$ cat src/rtl/packet_injector_if.sv
// Downstream link between a packet source and a router local input port.
// The injector drives the master side, the router the slave side.
interface packet_injector_if;
    logic [25:0] PacketOut;
    logic        ReqDnStr;
    logic        DnStrFull;
    logic        GntDnStr;

    modport master (
        output PacketOut,
        output ReqDnStr,
        input  DnStrFull,
        input  GntDnStr
    );

    modport slave (
        input  PacketOut,
        input  ReqDnStr,
        output DnStrFull,
        output GntDnStr
    );
endinterface

$ cat src/rtl/packet_injector.sv
// Paced traffic source for a router local port: builds 26-bit packets and hands them over with Req/Gnt.
// Define INJECTOR_LFSR_DEST_EN to draw destinations from an LFSR instead of the row-major walk.
module packet_injector #(
    parameter logic [5:0] ModuleID    = 6'b000_000,
    parameter int         MESH_X      = 3,
    parameter int         MESH_Y      = 3,
    parameter int         packetwidth = 26,
    parameter int         NUM_PACKETS = 16,
    parameter int         GAP_CYCLES  = 4
) (
    input  logic                clk,
    input  logic                reset,
    input  logic                Start,
    packet_injector_if.master   dn,
    output logic                Done,
    output logic [9:0]          SentCount
);

    localparam logic [9:0] NUM_P  = 10'(NUM_PACKETS);
    localparam logic [7:0] GAP_P  = 8'(GAP_CYCLES);
    localparam bit         SINGLE = (MESH_X == 1) && (MESH_Y == 1);

    typedef enum logic [2:0] {
        S_IDLE,
        S_GAP,
        S_ARB,
        S_REQ,
        S_DONE
    } state_t;

    state_t                   state_q, state_d;
    logic [packetwidth-1:0]   pkt_q, pkt_d;
    logic                     req_q, req_d;
    logic                     done_q, done_d;
    logic [9:0]               cnt_q, cnt_d;
    logic [9:0]               pid_q, pid_d;
    logic [7:0]               gap_q, gap_d;
    logic [5:0]               dest_cur;
    logic                     dest_bad;
    logic                     adv;

`ifdef INJECTOR_LFSR_DEST_EN
    logic [7:0] lfsr_q, lfsr_d;
    logic [2:0] lx, ly;

    function automatic logic [7:0] lfsr_step(input logic [7:0] l);
        return {l[6:0], l[7] ^ l[5] ^ l[4] ^ l[3]};
    endfunction

    always_comb begin
        lx = 3'({29'd0, lfsr_q[2:0]} % MESH_X);
        ly = 3'({29'd0, lfsr_q[5:3]} % MESH_Y);
    end

    assign dest_cur = SINGLE ? ModuleID : {lx, ly};
    // A draw that lands on our own router is re-rolled while waiting in ARB
    assign dest_bad = !SINGLE && ({lx, ly} == ModuleID);
    assign lfsr_d   = (adv || (state_q == S_ARB && dest_bad)) ? lfsr_step(lfsr_q) : lfsr_q;

    always_ff @(posedge clk or negedge reset) begin
        if (!reset) lfsr_q <= 8'hA5;
        else        lfsr_q <= lfsr_d;
    end
`else
    localparam logic [2:0] XMAX = 3'(MESH_X - 1);
    localparam logic [2:0] YMAX = 3'(MESH_Y - 1);

    logic [5:0] dest_q, dest_d;

    // Row-major step over {x,y}: y runs fastest, wrapping back to {0,0}
    function automatic logic [5:0] next_dest(input logic [5:0] d);
        logic [2:0] x, y;
        x = d[5:3];
        y = d[2:0];
        if (y >= YMAX) begin
            y = 3'd0;
            x = (x >= XMAX) ? 3'd0 : x + 3'd1;
        end else begin
            y = y + 3'd1;
        end
        return {x, y};
    endfunction

    assign dest_cur = SINGLE ? ModuleID
                    : ((dest_q == ModuleID) ? next_dest(dest_q) : dest_q);
    assign dest_bad = 1'b0;
    assign dest_d   = adv ? next_dest(dest_cur) : dest_q;

    always_ff @(posedge clk or negedge reset) begin
        if (!reset) dest_q <= 6'd0;
        else        dest_q <= dest_d;
    end
`endif

    always_comb begin
        state_d = state_q;
        pkt_d   = pkt_q;
        req_d   = req_q;
        done_d  = done_q;
        cnt_d   = cnt_q;
        pid_d   = pid_q;
        gap_d   = gap_q;
        adv     = 1'b0;
        case (state_q)
            S_IDLE, S_DONE: begin
                if (Start) begin
                    state_d = S_ARB;
                    cnt_d   = 10'd0;
                    done_d  = 1'b0;
                end
            end
            S_ARB: begin
                req_d = 1'b0;
                if (!dest_bad && !dn.DnStrFull) begin
                    pkt_d   = {1'b0, pid_q, ModuleID, dest_cur, pid_q[2:0]};
                    req_d   = 1'b1;
                    state_d = S_REQ;
                end
            end
            S_REQ: begin
                // Request and packet stay put, even under Full, until granted
                if (dn.GntDnStr) begin
                    req_d = 1'b0;
                    pid_d = pid_q + 10'd1;
                    cnt_d = cnt_q + 10'd1;
                    adv   = 1'b1;
                    if (cnt_q + 10'd1 == NUM_P) begin
                        state_d = S_DONE;
                        done_d  = 1'b1;
                    end else begin
                        state_d = S_GAP;
                        gap_d   = GAP_P;
                    end
                end
            end
            S_GAP: begin
                if (gap_q == 8'd0) state_d = S_ARB;
                else               gap_d   = gap_q - 8'd1;
            end
            default: state_d = S_IDLE;
        endcase
    end

    always_ff @(posedge clk or negedge reset) begin
        if (!reset) begin
            state_q <= S_IDLE;
            pkt_q   <= '0;
            req_q   <= 1'b0;
            done_q  <= 1'b0;
            cnt_q   <= 10'd0;
            pid_q   <= 10'd0;
            gap_q   <= 8'd0;
        end else begin
            state_q <= state_d;
            pkt_q   <= pkt_d;
            req_q   <= req_d;
            done_q  <= done_d;
            cnt_q   <= cnt_d;
            pid_q   <= pid_d;
            gap_q   <= gap_d;
        end
    end

    assign dn.PacketOut = pkt_q;
    assign dn.ReqDnStr  = req_q;
    assign Done         = done_q;
    assign SentCount    = cnt_q;

endmodule
$ cat src/flat_wrapper.sv
// flat-port wrapper written by rule: the top's interface ports become plain ports
module packet_injector_flat 
#(
    parameter logic [5:0] ModuleID    = 6'b000_000,
    parameter int         MESH_X      = 3,
    parameter int         MESH_Y      = 3,
    parameter int         packetwidth = 26,
    parameter int         NUM_PACKETS = 16,
    parameter int         GAP_CYCLES  = 4
)
  (clk, reset, Start, Done, SentCount, dn_PacketOut, dn_ReqDnStr, dn_DnStrFull, dn_GntDnStr);
  packet_injector_if dn_i ();
  input  logic clk;
  input  logic reset;
  input  logic Start;
  output logic Done;
  output logic [9:0] SentCount;
  output wire logic [$bits(dn_i.PacketOut)-1:0] dn_PacketOut;
  output wire logic [$bits(dn_i.ReqDnStr)-1:0] dn_ReqDnStr;
  input wire logic [$bits(dn_i.DnStrFull)-1:0] dn_DnStrFull;
  input wire logic [$bits(dn_i.GntDnStr)-1:0] dn_GntDnStr;
  assign dn_PacketOut = dn_i.PacketOut;
  assign dn_ReqDnStr = dn_i.ReqDnStr;
  assign dn_i.DnStrFull = dn_DnStrFull;
  assign dn_i.GntDnStr = dn_GntDnStr;
  packet_injector #(.ModuleID(ModuleID), .MESH_X(MESH_X), .MESH_Y(MESH_Y), .packetwidth(packetwidth), .NUM_PACKETS(NUM_PACKETS), .GAP_CYCLES(GAP_CYCLES)) u_core (.clk(clk), .reset(reset), .Start(Start), .dn(dn_i), .Done(Done), .SentCount(SentCount));
endmodule
$ cat config.mk
export PLATFORM = sky130hd
export DESIGN_NAME = packet_injector_flat
export DESIGN_NICKNAME = d
export VERILOG_FILES = /design/src/rtl/packet_injector_if.sv /design/src/rtl/packet_injector.sv /design/src/flat_wrapper.sv
export SDC_FILE = /design/constraint.sdc
export NUM_CORES = 1
export LEC_CHECK = 0
export ABC_CLOCK_PERIOD_IN_PS = 7270
export CAP_MARGIN = 10
export CORE_MARGIN = 1
export CORE_UTILIZATION = 58
export CTS_CLUSTER_SIZE = 28
export DETAILED_ROUTE_END_ITERATION = 6
export GPL_ROUTABILITY_DRIVEN = 0
export PLACE_DENSITY_LB_ADDON = 0.1
export REMOVE_ABC_BUFFERS = 1
export SLEW_MARGIN = 10
export SYNTH_ARGS = -nofsm -noshare
export SYNTH_HDL_FRONTEND = slang
export SYNTH_SLANG_ARGS = --single-unit
$ cat constraint.sdc
create_clock -name clk -period 7.27 [get_ports clk]
set_input_delay 2.181 -clock clk [delete_from_list [all_inputs] [get_ports clk]]
set_output_delay 2.181 -clock clk [all_outputs]
set_load 0.03 [all_outputs]
==> metrics.txt, run 1 <==
run status complete, no violations; Clk pin slew, worst setup/hold paths approximately 0.10 ns; Slew Limit Fails 0; Die W roughly 73 µm; Syn Inst Count roughly 300; PortBufs 35; CTS max path bufs 2; final antenna-violating net count 0; Max-slew headroom a little over half; Congestion Overflow GR 0; Filler cells approximately 380; Die Area between 0.005 and 0.006 mm²; first-pass GRT wire length just over 9000 µm; WL final roughly 5600 µm; Initial Utilization between 60% and 70%; Max-Cap Viols 0; fmax 0.249 GHz; Synth area leaders dfrtp_1 47%, mux2_2 5.4%, ha_1 4.7%; initial antenna violation count 0; CTS H-Tree Depth 2; vias in the first global route 1972; Post-synth top cells 55 x dfrtp_1, 30 x nand2_1, 21 x nor2_1; largest net degree at the start of global routing 56; Mean Syn Cell Area 9.92 µm²; nets between 300 and 400; Clock Skews roughly 0.0073 ns; Hold Path Class flip-flop to flip-flop; Multi-input gate area around 0.0014 mm²; Iteration-0 DRC Markers 200; pwr dens 415 mW/mm²; Root Driver clkbuf_8; Synth cell types 53; Post-CTS Setup Repair Bufs 0; Tot Pwr 0.00141 W; site row count 25; Synth top area share ~47%; IO Count 43; Finish-stage setup viols 0; via count ~2200; Worst setup EP type flip-flop; total CTS buffers 5; share of cells above drive strength 1 10.5%; Register Area roughly 0.0014 mm²; Worst-Skew Late Latency 0.30 ns; Worst setup SP type input port; post-DR vias/cell 5.68; setup TNS 0 ns; core area 0.00479 mm²; Req. time, crit path approximately 7.5 ns; Layout Cells excl Fill a little under 400; Setup CP Type input port to flip-flop; placed insts around 380; hold violation count in the final report 0; RSZ-0062 raised after global routing no; CP max FO 20; Final Hold Slack between 0.4 and 0.5 ns; hpwl dp approximately 3700 µm; register area share after synthesis a little under half; period utilization roughly 55%; n_diodes 0; Initial DRT Pass Iterations 5; min Tclk post-route between 4 and 5 ns; Sink Count 55; WL/cell 14.4 µm; Top FF cell, synth dfrtp_1; Seq cells post-synth 55; ys async rst share between 90% and 100%; detailed-route DRC error count 0; Yosys warning count 0; count leader, synth dfrtp_1; Die Ht between 70 and 80 µm; CTS tree done; cell area after synthesis between 0.002 and 0.003 mm²; # hold bufs at CTS 0; Post-synth EDFFs 0; arrival time worst endpoint roughly 4.2 ns; worst vdd ir between 300 and 400 µV; synth-to-layout area growth 15.9%; GRT Total Usage 22.6%; Worst-Margin Slew just over 0.7 ns; cts repair resizes 0; Yosys top cell by area dfrtp_1; Lkg Pwr between 1 and 1.5 nW
## power by group
part	switching, W	leakage (nW)	internal (W)
Sequential	0.000119	0.715	0.000403
Combinational	0.000383	0.712	0.000290
Clock	0.0000992	0.0618	0.000113
Total	0.000601	1.49	0.000806
## cell usage in the layout (no fill, tap or decap), types with 2 or more instances in the layout
| cell type | Yosys | routed |
|---|---|---|
| inv_1 | 12 | 12 |
| xor2_1 | 5 | 5 |
| nand2_1 | 30 | 30 |
| nor3_1 | 9 | 8 |
| and4b_1 | 2 | 2 |
| a21oi_1 | 13 | 13 |
| nor2b_1 | 2 | 2 |
| and2_1 | 2 | 2 |
| o31ai_1 | 4 | 4 |
| a41oi_1 | 3 | 3 |
| o21ai_0 | 17 | 17 |
| nor4_2 | 2 | 2 |
| dfrtp_1 | 55 | 55 |
| mux2_2 | 14 | 14 |
| a31oi_1 | 5 | 5 |
| nand2b_1 | 3 | 3 |
| and3_1 | 5 | 5 |
| conb_1 | 1 | 7 |
| buf_4 | 10 | 2 |
| nor3b_1 | 2 | 2 |
| ha_1 | 11 | 11 |
| xnor2_1 | 11 | 11 |
| clkdlybuf4s50_1 | 0 | 34 |
| clkbuf_8 | 0 | 6 |
| nor2_1 | 21 | 21 |
| nand4_1 | 7 | 7 |
| o22ai_1 | 7 | 7 |
| nand3_1 | 5 | 5 |
## metrics by stage
stage | cell area, µm² | util (%) | setup slack (ns)
finish | 3390 | 70.8 | 3.25
global route | 3390 | 70.8 | 3.06
CTS | 3390 | 70.8 | 3.28
global placement | 3270 | 68.3 | 3.02
detailed placement | 3270 | 68.3 | 2.95
floorplan | 2820 | - | 3.21
## registers in the layout, summed over array words and instances (netlist names)
signal and cells:
u_core.SentCount 10, u_core.dn.ReqDnStr 1, u_core.pid_q 10, u_core.dn.PacketOut 16
u_core.gap_q 8, u_core.state_q 3, u_core.Done 1, u_core.dest_q 6
## metal layers
layer | part of all wire [%] | global-route usage (%) | vias up | wire length (µm)
li1 | - | - | 1088 | -
met1 | 50 | 32.9 | 1076 | 2780
met2 | 45 | 35.5 | 48 | 2550
met3 | 4.1 | 4.14 | 4 | 232
met4 | 0.64 | 4.58 | 0 | 36
met5 | 0 | 0 | - | 0
## cell families (layout without fill, tap and decap cells)
family          Yosys count  after routing  share of synthesized area, %
fa+ha+maj                11             11                          4.70
other cells               1              7                         0.128
buf+inv                  35             57                          5.90
xor+xnor                 16             16                          4.79
flops                    55             55                          47.0
compound gates           62             62                          13.6
mux                      15             15                          5.73
simple gates            100            100                          18.1
## cell type report
cell class | instances | area share [%]
clock buffers | 6 | 2.44
clock inverters | 2 | 1.14
inverters | 12 | 1.33
multi-input cells | 211 | 41.4
flip-flops and latches | 55 | 40.6
well taps | 67 | 2.47
repair buffers | 37 | 10.6
## final timing paths
path                                   from                  end  slack (ns)  cells past startpoint
max in group asynchronous             reset  u_core.SentCount[7]        4.83                      2
setup / recovery                dn_GntDnStr  u_core.SentCount[3]        3.25                      6
hold / removal              u_core.pid_q[9]      u_core.pid_q[9]        0.47                      1
setup reg to reg           u_core.dest_q[1]     u_core.dest_q[4]        4.20                     10
hold reg to reg             u_core.pid_q[9]      u_core.pid_q[9]        0.47                      1
min in group asynchronous             reset      u_core.gap_q[6]        1.98                      2
## critical path, stage by stage
cell and delay, ns:
clkdlybuf4s50_1 0.54, and4b_1 0.69, nor2_1 0.36, nor3_1 0.25
a21oi_1 0.06, o21ai_0 0.16
(Power assumes the default switching activity.)
==> inputs of run 2 (changes only) <==
Settings changed: ABC_CLOCK_PERIOD_IN_PS 7270 to 3600, CORE_UTILIZATION 58 to 49.
Clock period 7.27 ns to 3.6 ns, I/O delays scaled along.
==> run 2 against run 1 <==
Effect of this change:
- sequential cell count stayed put
- die area is 18% higher
- sequential power increased by 100%
- critical endpoint is now u_core.dest_q[4]
- critical path depth is 4 higher
- sequential share of layout area is 0.21 points higher
- worst setup slack lost 2.8 ns
- global-route usage is 2.3 points lower
- non-clock buffer count rose by 2
- register-to-register slack lost 3.7 ns
- final area fell by 0.52%
- final cell count grew 1.5%
==> metrics.txt, run 2 (same netlist as run 1, synthesis figures left out) <==
largest net degree at the start of global routing 32 (-43%); post-DR vias/cell 5.57 (-1.9%); worst vdd ir 425 µV (+38%); Initial Utilization 51.9% (-9.3 points); worst r2r path cells 10 (unchanged); Initial DRT Pass Iterations 4 (-1); detailed-route DRC error count 0 (unchanged); CTS tree done; leading cell type in the layout, fill and taps excluded dfrtp_1; Max-slew headroom 53.2% (+0.75 points); crit-path most repeated cell ha_1; Worst Hold Depth 1 (unchanged); Hold Path Class flip-flop to flip-flop; Die W 79.3 µm (+8.6%); Filler cells 494 (+30%); cts repair resizes 0 (unchanged); Iteration-0 DRC Markers 105 (-48%); HP Start u_core.pid_q[9]; max reg flops 16 (unchanged); Worst setup SP type flip-flop; Worst path slowest cell nor4_2; hpwl dp 4010 µm (+7.2%); RSZ-0062 raised after global routing no; Worst-Margin Slew 0.699 ns (-0.0133 ns); commonest non-fill, non-tap cells in the layout 55 x dfrtp_1, 34 x clkdlybuf4s50_1, 30 x nand2_1; Root Driver clkbuf_8; Clk pin slew, worst setup/hold paths 0.10 ns (about the same); site row count 27 (+8.0%); Util after Layout 59.8% (-11 points); CTS max path bufs 2 (unchanged); Worst R2R End u_core.dest_q[4]; fmax 0.319 GHz; total CTS buffers 5 (unchanged); GRT Total Usage 20.3% (-2.3 points); Worst-Skew Late Latency 0.30 ns (about the same); nets 340 (+0.59%); Max-Cap Viols 0 (unchanged); WL final 5700 µm (+1.8%); Die Area 0.00628 mm² (+18%); initial antenna violation count 0 (unchanged); Req. time, crit path 3.83 ns (-3.66 ns); IO Count 43 (unchanged); R2R Path Start u_core.dest_q[1]; via count 2207 (-0.41%); first-pass GRT wire length 9900 µm (+6.5%); Die Ht 79.3 µm (+8.6%); WL/cell 14.4 µm (+0.21%); setup TNS 0 ns (unchanged); hold violation count in the final report 0 (unchanged); cell chain of the critical path inv_1, ha_1, or4b_4, nor4_2, a21o_2, ha_1, or4_1, a21oi_1, mux2i_1, o21ai_1; synth-to-layout area growth 15.3%; pwr dens 815 mW/mm² (+96%); Clock Skews 0.00643 ns (-0.000900 ns); vias in the first global route 2034 (+3.1%); slowest stage delay, CP 0.54 ns (-0.15 ns); Worst setup EP type flip-flop; Min-Delay Endpoint u_core.pid_q[9]; CTS H-Tree Depth 2 (unchanged); period utilization between 80% and 90%; share of cells above drive strength 1 10.8% (+0.28 points); PortBufs 35 (unchanged); final antenna-violating net count 0 (unchanged); Slew Limit Fails 0 (unchanged); Reg2Reg Setup Slack 0.47 ns (-3.73 ns); Post-CTS Setup Repair Bufs 0 (unchanged); Setup CP Type flip-flop to flip-flop; Register Area 0.00138 mm² (unchanged); Congestion Overflow GR 0 (unchanged); Sink Count 55 (unchanged); CP max FO 7 (-65%); min Tclk post-route 3.13 ns; Finish-stage setup viols 0 (unchanged); Lkg Pwr 1.48 nW (-0.52%); Multi-input gate area 0.00140 mm² (unchanged); # hold bufs at CTS 0 (unchanged); Tot Pwr 0.00275 W (+95%); run status complete, no violations; n_diodes 0 (unchanged); arrival time worst endpoint 3.36 ns (-0.88 ns); core area 0.00564 mm² (+18%)
## run 2: changes by cell type in the layout (fill, tap and decap cells not counted)
cell,previous run,this run
inv_6,1,0
clkinv_2,0,1
bufinv_16,1,0
clkbuf_8,6,5
clkinv_4,0,1
buf_4,2,4
## run 2: where the power goes
part / switching (W) / internal [W]
Clock: 0.000200 / 0.000134
Combinational: 0.000776 / 0.000591
Sequential: 0.000235 / 0.000813
Total: 0.00121 / 0.00154
## run 2: per-stage QoR
stage | std cells | worst slack (ns) | hold slack (ns) | area, µm²
floorplan | 278 | 0.644 | 0.436 | 2820
global route | 396 | 0.236 | 0.488 | 3370
global placement | 389 | 0.616 | 0.455 | 3290
CTS | 396 | 0.497 | 0.474 | 3370
detailed placement | 389 | 0.528 | 0.459 | 3290
finish | 396 | 0.470 | 0.476 | 3370
## run 2: layout make-up
type	count	share of cell area, %
Multi-Input combinational cell	211	41.6
Sequential cell	55	40.8
Timing Repair Buffer	39	11.1
Tap cell	72	2.67
Clock buffer	5	2.04
Inverter	12	1.34
Clock inverter	2	0.408
## run 2: worst max path at each step
stage,startpoint,endpoint,slack (ns)
after global placement,u_core.dest_q[1],u_core.dest_q[4],0.62
after floorplan,dn_DnStrFull,u_core.dn.PacketOut[15],0.64
after CTS,u_core.dest_q[1],u_core.dest_q[4],0.50
after detailed placement,u_core.dest_q[1],u_core.dest_q[4],0.53
after global routing,u_core.dest_q[1],u_core.dest_q[4],0.24
final,u_core.dest_q[1],u_core.dest_q[4],0.47
## run 2: routing by layer
layer  wire (µm)  vias to the layer above  track usage [%]
met2        2640                       41             31.7
met5           0                        -                0
met3         195                        5             3.68
met4          61                        0             5.45
li1            -                     1091                -
met1        2800                     1070             29.0
## run 2: critical path, delay by kind of cell (launching register included)
kind | cells | cell delay, ns
AND/OR/NAND/NOR | 3 | 1.48
AO/OA/AOI/OAI | 3 | 0.52
flip-flops | 1 | 0.47
adder cells (fa/ha/maj) | 2 | 0.36
buffers and inverters | 1 | 0.12
multiplexers | 1 | 0.10
